$ cat config.mk
export PLATFORM = sky130hd
export DESIGN_NAME = pwm_ramp_ctrl
export DESIGN_NICKNAME = d
export VERILOG_FILES = /design/src/rtl/pwm_pkg.sv /design/src/rtl/pwm_ramp_tick.sv /design/src/rtl/pwm_ramp_ctrl.sv
export SDC_FILE = /design/constraint.sdc
export NUM_CORES = 1
export LEC_CHECK = 0
export BUFFER_PORTS_ARGS = -buffer_cell sky130_fd_sc_hd__buf_2
export CORE_UTILIZATION = 45
export CTS_CLUSTER_DIAMETER = 30
export CTS_CLUSTER_SIZE = 16
export DETAILED_ROUTE_END_ITERATION = 10
export HOLD_SLACK_MARGIN = 0.06
export PLACE_DENSITY = 0.62
export SLEW_MARGIN = 5
export SYNTH_ARGS = -nofsm -noshare
export SYNTH_HDL_FRONTEND = slang
export SYNTH_SLANG_ARGS = --single-unit
$ cat constraint.sdc
create_clock -name clk -period 7.7 [get_ports clk]
set_input_delay 0.385 -clock clk [delete_from_list [all_inputs] [get_ports clk]]
set_output_delay 0.385 -clock clk [all_outputs]
set_load 0.01 [all_outputs]
$ cat src/rtl/pwm_pkg.sv
// pwm_pkg: shared constants and state encoding for the PWM ramp controller
package pwm_pkg;
   localparam int DUTY_W = 8;
   localparam int SPEED_TO_DUTY = 36;
   typedef enum logic [1:0] {
      IDLE      = 2'd0,
      RAMP_UP   = 2'd1,
      RAMP_DOWN = 2'd2,
      HOLD      = 2'd3
   } state_t;
endpackage

$ cat src/rtl/pwm_ramp_tick.sv
// pwm_ramp_tick: step-interval prescaler, free-running only while a ramp is active
module pwm_ramp_tick #(
   parameter int TICK_DIV = 256
) (
   input  logic clk,
   input  logic rst,
   input  logic run,
   output logic tick
);
   localparam int CW = $clog2(TICK_DIV);
   logic [CW-1:0] cnt;
   assign tick = run && cnt == CW'(TICK_DIV - 1);
   // count while running, wrap on tick, park at zero otherwise
   always_ff @(posedge clk) begin
      if (rst || !run) cnt <= '0;
      else cnt <= tick ? '0 : cnt + 1'b1;
   end
endmodule

$ cat src/rtl/pwm_ramp_ctrl.sv
// pwm_ramp_ctrl: soft-start/soft-stop ramp of the PWM duty toward the selected speed
module pwm_ramp_ctrl #(
   parameter int DUTY_W   = pwm_pkg::DUTY_W,
   parameter int TICK_DIV = 256,
   parameter int STEP     = 4
) (
   input  logic              clk,
   input  logic              rst,
   input  logic              enable,
   input  logic [2:0]        speed,
   output logic [DUTY_W-1:0] duty,
   output logic              load,
   output logic              running,
   output logic              at_target,
   output logic [1:0]        state
);
   import pwm_pkg::*;
   localparam logic [DUTY_W-1:0] STEP_D = DUTY_W'(STEP);
   logic              enable_r;
   logic [2:0]        speed_r;
   logic [DUTY_W-1:0] target_r;
   logic [DUTY_W-1:0] duty_nxt;
   logic              tick;
   state_t            st;
   state_t            st_nxt;
   assign target_r  = enable_r ? DUTY_W'(speed_r) * DUTY_W'(SPEED_TO_DUTY) : '0;
   assign running   = st != IDLE;
   assign at_target = duty == target_r;
   assign state     = st;
   // a step only moves toward the target, so a stale direction can never overshoot it
   assign duty_nxt =
      (tick && st == RAMP_UP && duty < target_r)   ? ((target_r - duty > STEP_D) ? duty + STEP_D : target_r) :
      (tick && st == RAMP_DOWN && duty > target_r) ? ((duty - target_r > STEP_D) ? duty - STEP_D : target_r) :
      duty;
   pwm_ramp_tick #(.TICK_DIV(TICK_DIV)) u_tick (
      .clk  (clk),
      .rst  (rst),
      .run  (st == RAMP_UP || st == RAMP_DOWN),
      .tick (tick)
   );
   // register the raw pins so the target is derived from stable values
   always_ff @(posedge clk) begin
      if (rst) begin
         enable_r <= 1'b0;
         speed_r  <= '0;
      end else begin
         enable_r <= enable;
         speed_r  <= speed;
      end
   end
   // next state: direction follows the sign of target minus duty
   always_comb begin
      st_nxt = st;
      st_nxt = (st == IDLE)      ? ((target_r != '0) ? RAMP_UP : IDLE) :
               (duty < target_r) ? RAMP_UP :
               (duty > target_r) ? RAMP_DOWN :
               (duty == '0)      ? IDLE : HOLD;
   end
   // state register
   always_ff @(posedge clk) begin
      if (rst) st <= IDLE;
      else st <= st_nxt;
   end
   // duty register; load marks exactly the cycles where a new duty appears
   always_ff @(posedge clk) begin
      if (rst) begin
         duty <= '0;
         load <= 1'b0;
      end else begin
         duty <= duty_nxt;
         load <= duty_nxt != duty;
      end
   end
endmodule

==> flow_metrics.env, run 1 <==
export IMPL_p_per_area_nw_per_um2=125
export IMPL_finalMaxSlewViolations=0
export IMPL_nFillCells=410
export IMPL_initial_core_util=0.472
export IMPL_place_area_um2=1980
export IMPL_synth_most_common_cell="dfxtp_1"
export IMPL_finalClockSkew_ns=0.00254
export IMPL_numPortBuffers=18
export IMPL_cp_max_fo=19
export IMPL_setup_viol=0
export IMPL_totalWireLength_um=4670
export IMPL_grt_overflow=0
export IMPL_critPathCaptureType="flop"
export IMPL_antenna_found_initial=0
export IMPL_crit_end="load$_SDFF_PP0_"
export IMPL_ir_drop_v=0.0000826
export IMPL_synth_commonest_cells="dfxtp_1, nor2_1, nand2_1"
export IMPL_postCtsHoldBufs=0
export IMPL_grt_max_degree=20
export IMPL_worstPathRequired_ns=7.90
export IMPL_cts_buffer_depth=2
export IMPL_synth_edff_count=0
export IMPL_areaGrowthSynthToFinish_pct=7.49
export IMPL_synth_area_leader_cell="dfxtp_1"
export IMPL_status="finished, final reports clean"
export IMPL_ios=19
export IMPL_relSlewSlack=0.535
export IMPL_synth_seq_area_share=0.244
export IMPL_rsz0062_at_grt="false"
export IMPL_startpoint="enable_r$_SDFF_PP0_"
export IMPL_grt_usage=0.226
export IMPL_syn_mean_instance_area_um2=8.17
export IMPL_postCtsSetupRepairBufs=0
export IMPL_antenna_diode_count=0
export IMPL_final_hold_viol_count=0
export IMPL_period_share=0.501
export IMPL_drt_pass1_iter_count=5
export IMPL_min_path_cells=2
export IMPL_synth_cells=231
export IMPL_cts_tree="yes"
export IMPL_leakagePower_nw=0.859
export IMPL_hold_path_class="in2reg"
export IMPL_synth_top_area_share=0.244
export IMPL_root_buffer="clkbuf_8"
export IMPL_finalSetupTns_ns=0
export IMPL_synthArstFlopShare=0
export IMPL_die_area_um2=4460
export IMPL_cts_repair_resized=0
export IMPL_ant_nets=0
export IMPL_fmax_ghz=0.259
export IMPL_final_net_count=266
export IMPL_final_area_um2=2030
export IMPL_dp_hpwl_um=3400
export IMPL_cts_sinks=23
export IMPL_reg2reg_depth=12
export IMPL_vias=1742
export IMPL_synth_distinct_cells=55
export IMPL_ff2ff_setup_slack_ns=3.84
export IMPL_synth_seq_cells=23
export IMPL_arrival_ns=4.06
export IMPL_yosys_top_cells_area="dfxtp_1, ha_1, nor2_1"
export IMPL_multi_input_area_um2=1310
export IMPL_syn_area_um2=1890
export IMPL_timing_worst_setup_path_type="reg2reg"
export IMPL_ys_flop_type="dfxtp_1"
export IMPL_register_area_um2=460
export IMPL_gp_congestion=0.932
export IMPL_finalCriticalPeriod_ns=3.86
export IMPL_worst_pin_slew_ns=0.696
export IMPL_wl_per_cell_um=16.0
export IMPL_rows=23
export IMPL_routed_via_density=5.97
export IMPL_initialDrtViolationCount=127
export IMPL_drc=0
export IMPL_path_clk_slew_ns=0.09
export IMPL_cts_buffers=3
export IMPL_grt_pass1_vias=1487
export IMPL_drive_above_1_share=0.132
export IMPL_htree_levels=1
export IMPL_crit_path_start_kind="flop"
export IMPL_grt_pass1_wl_um=7470
export IMPL_die_h_um=66.8
export IMPL_insertion_delay_ns=0.27
export IMPL_r2r_end="load$_SDFF_PP0_"
export IMPL_timing_rr_start="enable_r$_SDFF_PP0_"
export IMPL_floorplan_core_area_um2=4000
export IMPL_power_w=0.000255
export IMPL_die_w_um=66.8
export IMPL_syn_num_nets=254
export IMPL_cap_violations=0
export IMPL_ys_warn_count=0
-- report_power, final --
part | internal, W | switching, W
registers | 0.000121 | 0.00000150
logic | 0.0000208 | 0.0000325
clock network | 0.0000367 | 0.0000421
-- flip-flops by register name (all words and copies together), names as in the netlist --
register,flops
speed_r,3
load,1
state,2
enable_r,1
duty,8
u_tick.cnt,8
-- final cells by class --
class,instances,area share
clock buffer,3,0.0203
multi-input combinational,182,0.644
timing repair buffer,19,0.0481
sequential,23,0.227
tap,50,0.0308
clock inverter,1,0.00370
inverter,14,0.0259
-- worst min-delay path by stage --
stage / start / to / slack (ns)
6_report: speed[2] / speed_r[2]$_SDFF_PP0_ / 0.32
5_1_grt: speed[2] / speed_r[2]$_SDFF_PP0_ / 0.33
4_1_cts: enable / enable_r$_SDFF_PP0_ / 0.31
3_5_place_dp: u_tick.cnt[0]$_SDFF_PP0_ / u_tick.cnt[0]$_SDFF_PP0_ / 0.45
3_3_place_gp: u_tick.cnt[0]$_SDFF_PP0_ / u_tick.cnt[0]$_SDFF_PP0_ / 0.45
2_1_floorplan: u_tick.cnt[0]$_SDFF_PP0_ / u_tick.cnt[0]$_SDFF_PP0_ / 0.43
-- worst max-delay path, stage by stage (launching register included) --
cell      delay (ns)
dfxtp_1         0.39
and2_1          0.31
inv_1           0.18
ha_1            0.44
or2_1           0.29
a21o_1          0.18
a2111o_1        0.46
nor3_4          0.56
o21ai_0         0.23
a22oi_1         0.25
mux2i_1         0.15
xnor2_1         0.16
a41oi_1         0.20
-- cells by family (layout without fill, tap and decap cells) --
| logic type | Yosys count | after routing | synth area share |
|---|---|---|---|
| AOI/OAI and AO/OA | 55 | 55 | 0.208 |
| xor gates and xnor gates | 18 | 18 | 0.0875 |
| buffers and inverters | 26 | 37 | 0.0636 |
| and+or+nand+nor | 85 | 85 | 0.243 |
| muxes | 7 | 7 | 0.0371 |
| adders and majority gates | 17 | 17 | 0.117 |
| DFF | 23 | 23 | 0.244 |
-- cells in the final DEF, fill, tap and decap left out, types with 2 or more instances in the layout --
master / instances
a311oi_1: 3
and2_1: 3
a21o_1: 2
a211oi_1: 6
clkbuf_8: 3
a22oi_1: 3
nor2_1: 21
buf_2: 18
o211ai_1: 3
inv_1: 13
dfxtp_1: 23
xor2_1: 9
ha_1: 16
and3_1: 3
nor3_1: 7
nand3_1: 12
xnor2_1: 8
mux2i_1: 7
a2111o_1: 2
o21ai_0: 10
a21oi_1: 10
nor2b_1: 5
nor4_1: 3
nand2_1: 18
o22ai_1: 4
-- metrics by stage --
| stage | worst slack (ns) | cells | utilization | hold WS (ns) |
|---|---|---|---|---|
| global route | 3.57 | 292 | 0.507 | 0.326 |
| detailed placement | 3.98 | 288 | 0.495 | 0.448 |
| global placement | 3.99 | 288 | 0.495 | 0.446 |
| floorplan | 4.44 | 231 | - | 0.426 |
| CTS | 3.90 | 292 | 0.507 | 0.314 |
| finish | 3.84 | 292 | 0.507 | 0.316 |
-- per-layer routing --
| layer | track usage | up-vias | wire length [um] |
|---|---|---|---|
| li1 | - | 858 | - |
| met1 | 0.323 | 796 | 2190 |
| met2 | 0.330 | 75 | 2020 |
| met3 | 0.0240 | 13 | 309 |
| met4 | 0.117 | 0 | 149 |
| met5 | 0 | - | 0 |
(Power assumes the default switching activity.)
==> run 2, diff against run 1 <==
Clock period 7.7 ns to 3.9 ns, I/O delays scaled along.
==> run 2 against run 1 <==
  * First-iteration DRC count fell by 3.9%
  * Clock-buffer cell count did not move
  * Wire length rose by 3.4%
  * Die area did not move
  * Setup slack got worse by 3.4 ns
  * Global-route usage rose by 0.42 points
  * Non-clock buffer count rose by 7
  * Critical path depth fell by 1
  * Combinational power rose by 100%
  * Fmax rose by 11%
  * Utilization rose by 1.3 points
  * Final area rose by 2.6%
==> flow_metrics.env, run 2 (synthesis results as in run 1) <==
export IMPL_status="finished, final reports clean"
export IMPL_path_clk_slew_ns=0.09
export IMPL_totalWireLength_um=4830
export IMPL_cts_sinks=23
export IMPL_drc=0
export IMPL_cap_violations=0
export IMPL_final_hold_viol_count=0
export IMPL_postLayoutSetupSlackWorst_ns=0.425
export IMPL_hold_path_class="in2reg"
export IMPL_antenna_found_initial=0
export IMPL_timing_worst_setup_path_type="reg2reg"
export IMPL_relSlewSlack=0.708
export IMPL_vias=1721
export IMPL_die_h_um=66.8
export IMPL_crit_family="compound AO/OA/AOI/OAI gates"
export IMPL_cts_buffers=3
export IMPL_path_cells="inv_1 > ha_1 > a211o_1 > a21o_1 > a2111o_1 > nor3_4 > buf_4 > nor2_1 > a221oi_1 > o41ai_2 > a41oi_1"
export IMPL_rows=23
export IMPL_critPathCaptureType="flop"
export IMPL_root_buffer="clkbuf_8"
export IMPL_numPortBuffers=18
export IMPL_cp_slowest_cell="dfxtp_1"
export IMPL_reg_largest_list="duty (8), u_tick.cnt (8), speed_r (3)"
export IMPL_setup_viol=0
export IMPL_leakagePower_nw=0.895
export IMPL_htree_levels=1
export IMPL_min_path_cells=2
export IMPL_grt_pass1_wl_um=7520
export IMPL_die_w_um=66.8
export IMPL_reg2reg_depth=11
export IMPL_path_buf_inv=2
export IMPL_cp_max_fo=12
export IMPL_grt_max_degree=16
export IMPL_gp_congestion=1.02
export IMPL_final_net_count=273
export IMPL_routed_via_density=5.76
export IMPL_antenna_diode_count=0
export IMPL_grt_pass1_vias=1495
export IMPL_dp_slack_ns=0.464
export IMPL_fmax_ghz=0.288
export IMPL_drive_above_1_share=0.157
export IMPL_ant_nets=0
export IMPL_initial_core_util=0.472
export IMPL_postCtsSetupRepairBufs=0
export IMPL_insertion_delay_ns=0.27
export IMPL_worstPathRequired_ns=4.10
export IMPL_initialDrtViolationCount=122
export IMPL_cts_repair_resized=0
export IMPL_period_share=0.891
export IMPL_crit_path_start_kind="flop"
export IMPL_grt_overflow=0
export IMPL_crit_cells=11
export IMPL_finalCriticalPeriod_ns=3.47
export IMPL_final_cell_mix="dfxtp_1, nor2_1, nand2_1, buf_2, ha_1"
export IMPL_finalSetupTns_ns=0
export IMPL_ir_drop_v=0.000254
export IMPL_postCtsHoldBufs=0
export IMPL_final_common_cell="dfxtp_1"
export IMPL_nFillCells=417
export IMPL_areaGrowthSynthToFinish_pct=10.3
export IMPL_worst_pin_slew_ns=0.437
export IMPL_dp_hpwl_um=3640
export IMPL_arrival_ns=3.67
export IMPL_cpPeakStageDelay_ns=0.59
export IMPL_finalMaxSlewViolations=0
export IMPL_cts_buffer_depth=2
export IMPL_drt_pass1_iter_count=4
export IMPL_wl_per_cell_um=16.1
export IMPL_grt_usage=0.230
export IMPL_ios=19
export IMPL_die_area_um2=4460
export IMPL_cts_tree="yes"
export IMPL_p_per_area_nw_per_um2=244
export IMPL_floorplan_core_area_um2=4000
export IMPL_finalClockSkew_ns=0.00152
export IMPL_rsz0062_at_grt="false"
## run 2: final cells by class
| class | instances | area [um2] | share of cell area |
|---|---|---|---|
| clock inverter | 1 | 7.51 | 0.00361 |
| clock buffer | 3 | 41.3 | 0.0198 |
| inverter | 14 | 52.6 | 0.0252 |
| timing repair buffer | 26 | 150 | 0.0721 |
| sequential | 23 | 460 | 0.221 |
| tap | 50 | 62.6 | 0.0300 |
| multi-input combinational | 182 | 1310 | 0.628 |
## run 2: power by group
part | leakage (nW) | total [W] | internal (W) | switching [W]
Combinational | 0.686 | 0.000109 | 0.0000438 | 0.0000652
Clock | 0.0217 | 0.000157 | 0.0000724 | 0.0000841
Sequential | 0.187 | 0.000242 | 0.000239 | 0.00000270
## run 2: layer usage
metal | wire (um) | part of all wire | up-vias | track usage
li1 | - | - | 870 | -
met1 | 2390 | 0.49 | 803 | 0.328
met2 | 2110 | 0.44 | 44 | 0.352
met3 | 289 | 0.060 | 4 | 0.0360
met4 | 42 | 0.0087 | 0 | 0.0691
met5 | 0 | 0 | - | 0
## run 2: per-stage QoR
stage / instances / util / total power (W) / hold slack, ns / instance area, um2
finish: 299 / 0.520 / 0.000507 / 0.127 / 2080
global route: 299 / 0.520 / 0.000531 / 0.124 / 2080
floorplan: 231 / - / 0.000330 / 0.267 / 1890
global placement: 295 / 0.508 / 0.000355 / 0.409 / 2030
detailed placement: 295 / 0.508 / 0.000355 / 0.407 / 2030
CTS: 299 / 0.520 / 0.000513 / 0.116 / 2080
## run 2: worst paths after layout
path	slack [ns]	endpoint	start
worst max-delay path	0.43	load$_SDFF_PP0_	duty[4]$_SDFF_PP0_
worst min-delay path	0.13	enable_r$_SDFF_PP0_	enable
worst max register to register	0.43	load$_SDFF_PP0_	duty[4]$_SDFF_PP0_
worst min register to register	0.47	u_tick.cnt[0]$_SDFF_PP0_	u_tick.cnt[0]$_SDFF_PP0_
## run 2: worst register-to-register path, cell delays in order (launching register included)
cell and delay, ns:
dfxtp_1 0.59, inv_1 0.16, ha_1 0.48, a211o_1 0.33, a21o_1 0.16, a2111o_1 0.46, nor3_4 0.31, buf_4 0.25
nor2_1 0.07, a221oi_1 0.34, o41ai_2 0.09, a41oi_1 0.17
